### src/rtl/frame_pkg.sv
// frame_pkg: shared types and defaults for the frame_tx block.
// The optional checksum byte is enabled by defining FRAME_TX_CHECKSUM_EN,
// which also adds the ST_CHECK state to the sequencer encoding.
package frame_pkg;

  // Start-of-frame character sent ahead of the payload ('A').
  localparam logic [7:0] HEADER_BYTE_DEF = 8'h41;

  // Number of payload bytes carried in every frame.
  localparam int FRAME_LEN_DEF = 16;

  // Power-up contents of every payload buffer slot.
  localparam logic [7:0] BUF_INIT = 8'h00;

  // Frame sequencer states; the state names the byte currently on the wire.
  typedef enum logic [2:0] {
    ST_IDLE,
    ST_HEADER,
    ST_PAYLOAD,
`ifdef FRAME_TX_CHECKSUM_EN
    ST_CHECK,
`endif
    ST_DONE
  } frame_state_t;

endpackage

### src/rtl/txuart.sv
// txuart: single-byte 8N1 serializer (start bit, 8 data bits LSB first,
// stop bit), each bit CLKS_PER_BAUD cycles long.
// o_busy drops during the final cycle of the stop bit, so a byte offered
// on that cycle starts its start bit on the very next cycle (no idle gap).
module txuart
  import frame_pkg::*;
#(
  parameter int CLKS_PER_BAUD = 217
) (
  input  logic       CLK,
  input  logic       RST,
  input  logic       i_valid,
  input  logic [7:0] i_data,
  output logic       o_busy,
  output logic       o_TX
);

  localparam int              BAUD_W    = (CLKS_PER_BAUD > 1) ? $clog2(CLKS_PER_BAUD) : 1;
  localparam logic [BAUD_W-1:0] BAUD_LAST = BAUD_W'(CLKS_PER_BAUD - 1);
  localparam logic [3:0]      BIT_LAST_DATA = 4'd8;
  localparam logic [3:0]      BIT_STOP      = 4'd9;

  logic              busy_reg;
  logic [BAUD_W-1:0] baud_cnt_reg;
  logic [3:0]        bit_cnt_reg;   // 0 = start, 1..8 = data, 9 = stop
  logic [7:0]        shift_reg;
  logic              tx_reg;
  logic              baud_tick;
  logic              stop_end;

  assign baud_tick = busy_reg && (baud_cnt_reg == BAUD_LAST);
  assign stop_end  = baud_tick && (bit_cnt_reg == BIT_STOP);
  assign o_busy    = busy_reg && !stop_end;
  assign o_TX      = tx_reg;

  // Bit timing and shift-out; a new byte may be loaded on the last stop-bit cycle.
  always_ff @(posedge CLK) begin
    if (RST) begin
      busy_reg     <= 1'b0;
      baud_cnt_reg <= '0;
      bit_cnt_reg  <= '0;
      shift_reg    <= '0;
      tx_reg       <= 1'b1;
    end else if (i_valid && !o_busy) begin
      busy_reg     <= 1'b1;
      baud_cnt_reg <= '0;
      bit_cnt_reg  <= '0;
      shift_reg    <= i_data;
      tx_reg       <= 1'b0;
    end else if (stop_end) begin
      busy_reg     <= 1'b0;
      baud_cnt_reg <= '0;
      bit_cnt_reg  <= '0;
      tx_reg       <= 1'b1;
    end else if (baud_tick) begin
      baud_cnt_reg <= '0;
      bit_cnt_reg  <= bit_cnt_reg + 4'd1;
      if (bit_cnt_reg == BIT_LAST_DATA) begin
        tx_reg <= 1'b1;
      end else begin
        tx_reg    <= shift_reg[0];
        shift_reg <= shift_reg >> 1;
      end
    end else if (busy_reg) begin
      baud_cnt_reg <= baud_cnt_reg + 1'b1;
    end
  end

endmodule

### src/rtl/frame_tx.sv
// frame_tx: sends HEADER_BYTE followed by FRAME_LEN buffered payload bytes
// over a UART line, back-to-back, on a single i_send request.
// Optional: define FRAME_TX_CHECKSUM_EN to append the XOR of the payload
// bytes as one extra byte after the payload.
module frame_tx
  import frame_pkg::*;
#(
  parameter int         CLKS_PER_BAUD = 217,
  parameter logic [7:0] HEADER_BYTE   = HEADER_BYTE_DEF,
  parameter int         FRAME_LEN     = FRAME_LEN_DEF
) (
  input  logic       CLK,
  input  logic       RST,
  input  logic       i_wr_en,
  input  logic [3:0] i_wr_addr,
  input  logic [7:0] i_wr_data,
  input  logic       i_send,
  output logic       o_busy,
  output logic       o_done,
  output logic       o_TX
);

  localparam logic [3:0] LAST_IDX = 4'(FRAME_LEN - 1);

  frame_state_t state_reg;
  logic [3:0]   idx_reg;       // payload byte currently on the wire
  logic         busy_reg;
  logic         done_reg;

  // Payload store; contents survive reset and power up to BUF_INIT.
  logic [7:0]   buf_mem [0:FRAME_LEN-1] = '{default: BUF_INIT};
  logic [7:0]   rd_data_reg;
  logic [3:0]   rd_addr;
  logic         wr_ok;

  logic         uart_valid;
  logic [7:0]   uart_data;
  logic         uart_busy;
  logic         uart_accept;

`ifdef FRAME_TX_CHECKSUM_EN
  logic [7:0]   csum_reg;      // XOR of payload bytes handed to the serializer
`endif

  // Writes are locked out for the whole frame and for out-of-range slots.
  assign wr_ok = i_wr_en && !busy_reg && (32'(i_wr_addr) < 32'(FRAME_LEN));

  // Buffer write port.
  always_ff @(posedge CLK) begin
    if (wr_ok) begin
      buf_mem[i_wr_addr] <= i_wr_data;
    end
  end

  // Prefetch the next payload byte; it is needed a whole byte time later.
  assign rd_addr = (state_reg == ST_PAYLOAD) ? idx_reg + 4'd1 : 4'd0;

  // Registered buffer read port.
  always_ff @(posedge CLK) begin
    rd_data_reg <= buf_mem[rd_addr];
  end

  // Offer the following byte to the serializer while the current one is sent.
  always_comb begin
    uart_valid = 1'b0;
    uart_data  = HEADER_BYTE;
    case (state_reg)
      ST_IDLE: begin
        uart_valid = i_send;
        uart_data  = HEADER_BYTE;
      end
      ST_HEADER: begin
        uart_valid = 1'b1;
        uart_data  = rd_data_reg;
      end
      ST_PAYLOAD: begin
        if (idx_reg != LAST_IDX) begin
          uart_valid = 1'b1;
          uart_data  = rd_data_reg;
        end else begin
`ifdef FRAME_TX_CHECKSUM_EN
          uart_valid = 1'b1;
          uart_data  = csum_reg;
`else
          uart_valid = 1'b0;
`endif
        end
      end
      default: begin
        uart_valid = 1'b0;
      end
    endcase
  end

  assign uart_accept = uart_valid && !uart_busy;

  // Frame sequencer with registered busy/done outputs.
  always_ff @(posedge CLK) begin
    if (RST) begin
      state_reg <= ST_IDLE;
      idx_reg   <= '0;
      busy_reg  <= 1'b0;
      done_reg  <= 1'b0;
`ifdef FRAME_TX_CHECKSUM_EN
      csum_reg  <= '0;
`endif
    end else begin
      case (state_reg)
        ST_IDLE: begin
          done_reg <= 1'b0;
          if (uart_accept) begin
            state_reg <= ST_HEADER;
            idx_reg   <= '0;
            busy_reg  <= 1'b1;
`ifdef FRAME_TX_CHECKSUM_EN
            csum_reg  <= '0;
`endif
          end
        end
        ST_HEADER: begin
          if (uart_accept) begin
            state_reg <= ST_PAYLOAD;
            idx_reg   <= '0;
`ifdef FRAME_TX_CHECKSUM_EN
            csum_reg  <= csum_reg ^ rd_data_reg;
`endif
          end
        end
        ST_PAYLOAD: begin
          if (idx_reg != LAST_IDX) begin
            if (uart_accept) begin
              idx_reg <= idx_reg + 4'd1;
`ifdef FRAME_TX_CHECKSUM_EN
              csum_reg <= csum_reg ^ rd_data_reg;
`endif
            end
          end else begin
`ifdef FRAME_TX_CHECKSUM_EN
            if (uart_accept) begin
              state_reg <= ST_CHECK;
            end
`else
            if (!uart_busy) begin
              state_reg <= ST_DONE;
              busy_reg  <= 1'b0;
              done_reg  <= 1'b1;
            end
`endif
          end
        end
`ifdef FRAME_TX_CHECKSUM_EN
        ST_CHECK: begin
          if (!uart_busy) begin
            state_reg <= ST_DONE;
            busy_reg  <= 1'b0;
            done_reg  <= 1'b1;
          end
        end
`endif
        ST_DONE: begin
          state_reg <= ST_IDLE;
          done_reg  <= 1'b0;
        end
        default: begin
          state_reg <= ST_IDLE;
          busy_reg  <= 1'b0;
          done_reg  <= 1'b0;
        end
      endcase
    end
  end

  assign o_busy = busy_reg;
  assign o_done = done_reg;

  txuart #(
    .CLKS_PER_BAUD(CLKS_PER_BAUD)
  ) u_txuart (
    .CLK    (CLK),
    .RST    (RST),
    .i_valid(uart_valid),
    .i_data (uart_data),
    .o_busy (uart_busy),
    .o_TX   (o_TX)
  );

endmodule

### config.mk
export PLATFORM = sky130hd
export DESIGN_NAME = frame_tx
export DESIGN_NICKNAME = d
export VERILOG_FILES = /design/src/rtl/frame_pkg.sv /design/src/rtl/txuart.sv /design/src/rtl/frame_tx.sv
export SDC_FILE = /design/constraint.sdc
export NUM_CORES = 1
export LEC_CHECK = 0
export BUFFER_PORTS_ARGS = -buffer_cell sky130_fd_sc_hd__buf_2
export CAP_MARGIN = 20
export CELL_PAD_IN_SITES_DETAIL_PLACEMENT = 0
export CELL_PAD_IN_SITES_GLOBAL_PLACEMENT = 1
export CORE_MARGIN = 2
export CORE_UTILIZATION = 51
export CTS_CLUSTER_SIZE = 30
export DETAILED_ROUTE_END_ITERATION = 10
export PLACE_DENSITY_LB_ADDON = 0.1
export SETUP_SLACK_MARGIN = 0.2
export SLEW_MARGIN = 20
export SYNTH_ARGS = -nofsm -noshare
export SYNTH_HDL_FRONTEND = slang
export SYNTH_SLANG_ARGS = --single-unit
export TNS_END_PERCENT = 20
### constraint.sdc
create_clock -name CLK -period 4.21 [get_ports CLK]
set_input_delay 0.421 -clock CLK [delete_from_list [all_inputs] [get_ports CLK]]
set_output_delay 0.421 -clock CLK [all_outputs]
set_load 0.05 [all_outputs]
-- Word-level counts from Yosys, hierarchy flattened
Memories as Yosys holds them, arrays and structs flattened. A register that Yosys moved wholly into a read port is not among the register bits.
Index checks and enable logic that the tools add are counted.
- add/sub/neg operators: 3
- $mul: 0
- div/mod/pow operators: 0
- magnitude comparators: 0
- equality and inequality tests: 16
- shift operators: 0
- multiplexer cells: 33
- bitwise logic cells: 2
- reductions and logical operators: 22
- operator list (kind ; count):
    8-bit 2-to-1 mux ; 5
    4-bit 2-to-1 mux ; 4
    8-bit one-hot mux with 2 select lines ; 1
    1-bit 2-to-1 mux ; 14
    2-bit inequality test (second input constant) ; 7
    3-bit 2-to-1 mux ; 4
    4-bit AND reduction ; 3
    3-bit one-hot mux with 3 select lines ; 1
    4-bit by 1-bit adder with 4-bit output (second input constant) ; 2
    8-bit by 1-bit adder with 8-bit output (second input constant) ; 1
    4-bit equality test (second input constant) ; 2
    8-bit equality test (second input constant) ; 1
    4-bit one-hot mux with 2 select lines ; 1
    3-bit by 2-bit equality test with 1-bit output (second input constant) ; 2
    1-bit one-hot mux with 3 select lines ; 2
    3-bit AND reduction ; 2
    2-bit nonzero test ; 3
    1-bit logical AND ; 5
    2-bit by 1-bit inequality test with 1-bit output (second input constant) ; 2
    4-bit inequality test (second input constant) ; 1
    2-bit OR reduction ; 2
    4-bit OR reduction ; 1
    3-bit by 1-bit equality test with 1-bit output (second input constant) ; 1
    1-bit zero test ; 3
    other kinds (5) ; 6
- register bits: 31
- latch bits: 0
- memory bits (writable): 128
- ROM bits: 0
- bits of input ports: 16
- output and inout bits: 3
- word-level logic and storage cells: 86
- memories kept: 1
- memories (memory ; words ; width ; read ports ; clocked after Yosys merged registers in ; write ports ; line ; RTL):
    buf_mem ; 16 ; 8 ; 1 ; 1 ; 1 ; frame_tx.sv:31 ; logic [7:0] buf_mem [0:FRAME_LEN-1] = '{default: BUF_INIT};

-- Longest topological paths before layout
- word-level depth: 10
- mapped depth: 10
- depth with buffers taken out: 7

-- Cells and area by module
Synthesis repeated with hierarchy kept, for this count alone.
- cell total of the unflattened synthesis: 542
- area, all modules: 7138.1 µm²
- modules (own cells, without submodules) (module ; times used ; cells an instance ; area each (µm²) ; sequential area each (µm²)):
    frame_tx ; 1 ; 422 ; 5993.2 ; 4164.0
    txuart ; 1 ; 120 ; 1144.8 ; 440.4

-- Worst setup path after synthesis
OpenSTA, ideal clock, no wires.
- kind: register to register
- start: register busy_reg (netlist: o_busy)
- end: memory buf_mem[0][0], enable pin
- setup time: 0.383 ns
- arrival: 1.684 ns
- required time: 3.827 ns
- path slack: 2.142 ns
- stages on the path, launching flop included: 4
- buffers on the path: 0
- clock period less this slack: 2.068 ns
- cells stage by stage: dfxtp_1 nand2b_1 or3_1 nor3_1
- longest elaborated chain between the ends: 4
- ends and longest elaborated chain (what ; line ; RTL):
    start, declared ; frame_tx.sv:27 ; logic busy_reg;
    start signal, assigned ; frame_tx.sv:102 ; busy_reg <= 1'b0;
    start signal, assigned ; frame_tx.sv:114 ; busy_reg <= 1'b1;
    start signal, assigned ; frame_tx.sv:145 ; busy_reg <= 1'b0;
    1-bit zero test ; frame_tx.sv:46 ; assign wr_ok = i_wr_en && !busy_reg && (32'(i_wr_addr) < 32'(FRAME_LEN));
    1-bit logical AND ; frame_tx.sv:46 ;
    1-bit 2-to-1 mux ; frame_tx.sv:50 ; if (wr_ok) begin
    1-bit 2-to-1 mux (not written as such) ; frame_tx.sv:51 ; buf_mem[i_wr_addr] <= i_wr_data;
    end, declared ; frame_tx.sv:31 ;
Every way passes these cells.

-- Worst setup path after layout
- start: register state_reg[0]
- end: register rd_data_reg[7], read port of buf_mem
- longest elaborated chain between the ends: 2
- ends and longest elaborated chain (what ; line ; RTL):
    start, declared ; frame_tx.sv:25 ; frame_state_t state_reg;
    start signal, assigned ; frame_tx.sv:100 ; state_reg <= ST_IDLE;
    start signal, assigned ; frame_tx.sv:112 ; state_reg <= ST_HEADER;
    start signal, assigned ; frame_tx.sv:122 ; state_reg <= ST_PAYLOAD;
    3-bit by 2-bit equality test with 1-bit output ; frame_tx.sv:56 ; assign rd_addr = (state_reg == ST_PAYLOAD) ? idx_reg + 4'd1 : 4'd0;
    4-bit 2-to-1 mux ; frame_tx.sv:56 ;
    end, declared ; frame_tx.sv:32 ; logic [7:0] rd_data_reg;
Every way passes these cells.
A chain may end at the register's enable or synchronous reset.

==> reports/qor.yml <==
drive_above_1_share: 0.138
hold_ws_ns: 0.383
numPortBuffers: 18
route.detailed.drc: 0
synth_edf_count: 128
r2r-end: "rd_data_reg[7]"
core-area_sq_um: 13200
maxUsedRoutingLayer: "met4"
fmax_mhz: 364
dp_hpwl_um: 9020
critPathKind: "register to register"
tns_ns: 0
start_util: 0.524
layout_min_cycle_time_ns: 2.74
fp.dieW_um: 121
path_max_fanout: 17
final_cells: 718
path_cells: "inv_1 > ha_1 > nand2_1 > buf_4 > a211oi_1 > a31oi_1 > a211oi_1 > a21oi_1"
synth_cell_type_count: 51
rows: 42
ys_async_sr_fraction: 0
final_common_cell: "edfxtp_1"
slew_headroom: 0.382
hp-class: "primary input to register"
r2r_setup_slack_ns: 1.47
grt_pass1_wl_um: 21400
clock_sinks: 166
antennaDiodeCount: 0
p_leak_nw: 2.62
ys_seq_elements: 166
power_density_nw_per_um2: 549
antenna_found_initial: 0
outcome: "completed"
gr-total-overflow: 0
grtUsageTotal: 0.201
avgSynthCellArea_sq_um: 13.6
met3_length_um: 517
largest_reg_flops: 128
synth_nets: 538
end_kind: "register"
tightest_slew_ns: 0.924
critPathMostFrequentCell: "a211oi_1"
netlist_instances: 512
drt_wl_total_um: 13600
wl_met2_um: 7140
insertion_delay_ns: 0.42
firstDrtPassIters: 5
num_vias: 4023
ys_seq_area_frac: 0.663
setup_viol: 0
worst_path_max_delay_cell: "nand2_1"
crit_family: "compound AO/OA/AOI/OAI gates"
dieArea_sq_um: 14600
holdCritStartpoint: "i_wr_data[4]"
place_congestion: 0.778
cts_hold_buf: 0
layout_setup_ws_ns: 1.47
path_buf_inv: 2
avgRoutedWirePerCell_um: 18.9
first_iter_violations: 262
slew_violations: 0
drv_cap: 0
grt_pass1_vias: 3936
post_cts_buffers: 0
clock_skew_ns: 0.0103
worstHoldEndpoint: "buf_mem[13][4]"
reg2regPathDepth: 8
slowest_delay_ns: 0.51
routedLengthMet1_um: 5870
rr_startpoint: "state_reg[0]"
ioPinCount: 19
cts.path.max_buffers: 2
cts-buffers-inserted: 17
viasPerCell: 5.60
crit_arrival_ns: 3.02
synth_flop_cell: "edfxtp_1"
clk_pin_slew_ns: 0.06
vdd_drop_max_uv: 318
fill_cells: 1057
post-route-util: 0.585
cts_resized: 0
nets: 555
rsz0062_at_grt: "false"
mostFrequentLayoutCells: "edfxtp_1, nand2_1, nor2_1"
hold_viol_final: 0
die_y_um: 121
top_register: "buf_mem"
min_path_cells: 1
min_period_over_period: 0.652
worstPathRequired_ns: 4.49
htreeDepth: 4
preCtsSetupSlack_ns: 1.42
synthToLayoutAreaGrowth_pct: 11.7
place_inst: 686
yosys_warnings: 0
cts_tree: "done"
cts_root_buffer: "clkbuf_16"
worst_setup_path_start_kind: "register"
netlist_area_sq_um: 6940
grt_start_max_net_pins: 30
drtAntennaViolNets: 0
-- power by group --
| group | internal (mW) | leakage, nW | total [mW] | switching [mW] |
|---|---|---|---|---|
| logic | 0.286 | 0.872 | 0.756 | 0.470 |
| registers | 1.86 | 1.47 | 1.94 | 0.0822 |
| clock network | 0.937 | 0.283 | 1.56 | 0.621 |
-- area by class of cell --
class / instances / area (sq um) / share of cell area
repair buffers: 26 / 150 / 0.0194
clock inverters: 11 / 148 / 0.0190
multi-input cells: 312 / 2170 / 0.279
clock buffers: 21 / 440 / 0.0568
inverters: 6 / 22.5 / 0.00291
well taps: 176 / 220 / 0.0284
flip-flops and latches: 166 / 4610 / 0.594
-- cells in the mapped netlist, drive strengths merged (3+ instances only) --
cell / n / area, sq um
xor2: 5 / 43.8
xnor2: 7 / 61.3
a211oi: 25 / 188
o31ai: 3 / 36.3
nand3: 10 / 50.1
o31a: 3 / 26.3
nor3: 7 / 35.0
nor2b: 19 / 119
nand2: 49 / 186
nand4: 3 / 25.0
nor2: 41 / 156
mux4: 8 / 180
ha: 10 / 125
a21oi: 28 / 140
or3: 4 / 25.0
nand2b: 5 / 31.3
dfxtp: 38 / 761
inv: 6 / 22.5
edfxtp: 128 / 3840
o21ai: 10 / 50.1
a311oi: 10 / 87.6
a31oi: 10 / 62.6
buf: 9 / 56.3
clkbuf: 17 / 87.6
mux2i: 33 / 330
-- cell families (layout without fill, tap and decap cells) --
| family | count (synthesis) | in the layout | share of synthesized area |
|---|---|---|---|
| AO/OA/AOI/OAI | 97 | 97 | 0.0944 |
| buffers and inverters | 34 | 64 | 0.0265 |
| AND/OR/NAND/NOR | 150 | 150 | 0.106 |
| adder cells (fa/ha/maj) | 10 | 10 | 0.0180 |
| multiplexers | 43 | 43 | 0.0768 |
| XOR/XNOR | 12 | 12 | 0.0151 |
| flip-flops | 166 | 166 | 0.663 |
-- worst reg2reg max path, cell delays in order (launching register included) --
cell	delay, ns
dfxtp_1	0.35
inv_1	0.13
ha_1	0.49
nand2_1	0.52
buf_4	0.38
a211oi_1	0.24
a31oi_1	0.06
a211oi_1	0.37
a21oi_1	0.07
-- per-layer routing --
| layer | GRT usage | vias to the layer above |
|---|---|---|
| li1 | - | 1973 |
| met1 | 0.249 | 1972 |
| met2 | 0.339 | 74 |
| met3 | 0.0528 | 4 |
| met4 | 0.0734 | 0 |
| met5 | 0 | - |
-- through the flow --
step,cell area (sq um),total power [mW]
finish,7750,4.25
CTS,7750,4.29
global route,7750,4.45
floorplan,6940,2.53
global placement,7150,2.72
detailed placement,7160,2.73
-- worst max path at each step --
stage                 start        endpoint  slack [ns]  cells past startpoint
2_1_floorplan        o_busy   buf_mem[0][0]        2.14                      3
3_3_place_gp   state_reg[1]  rd_data_reg[1]        1.36                      6
3_5_place_dp   state_reg[0]  rd_data_reg[7]        1.42                      8
4_1_cts        state_reg[0]  rd_data_reg[7]        1.40                      8
5_1_grt        state_reg[0]  rd_data_reg[1]        1.21                      8
6_report       state_reg[0]  rd_data_reg[7]        1.47                      8
Note: power is estimated with default switching activity, not from simulation.
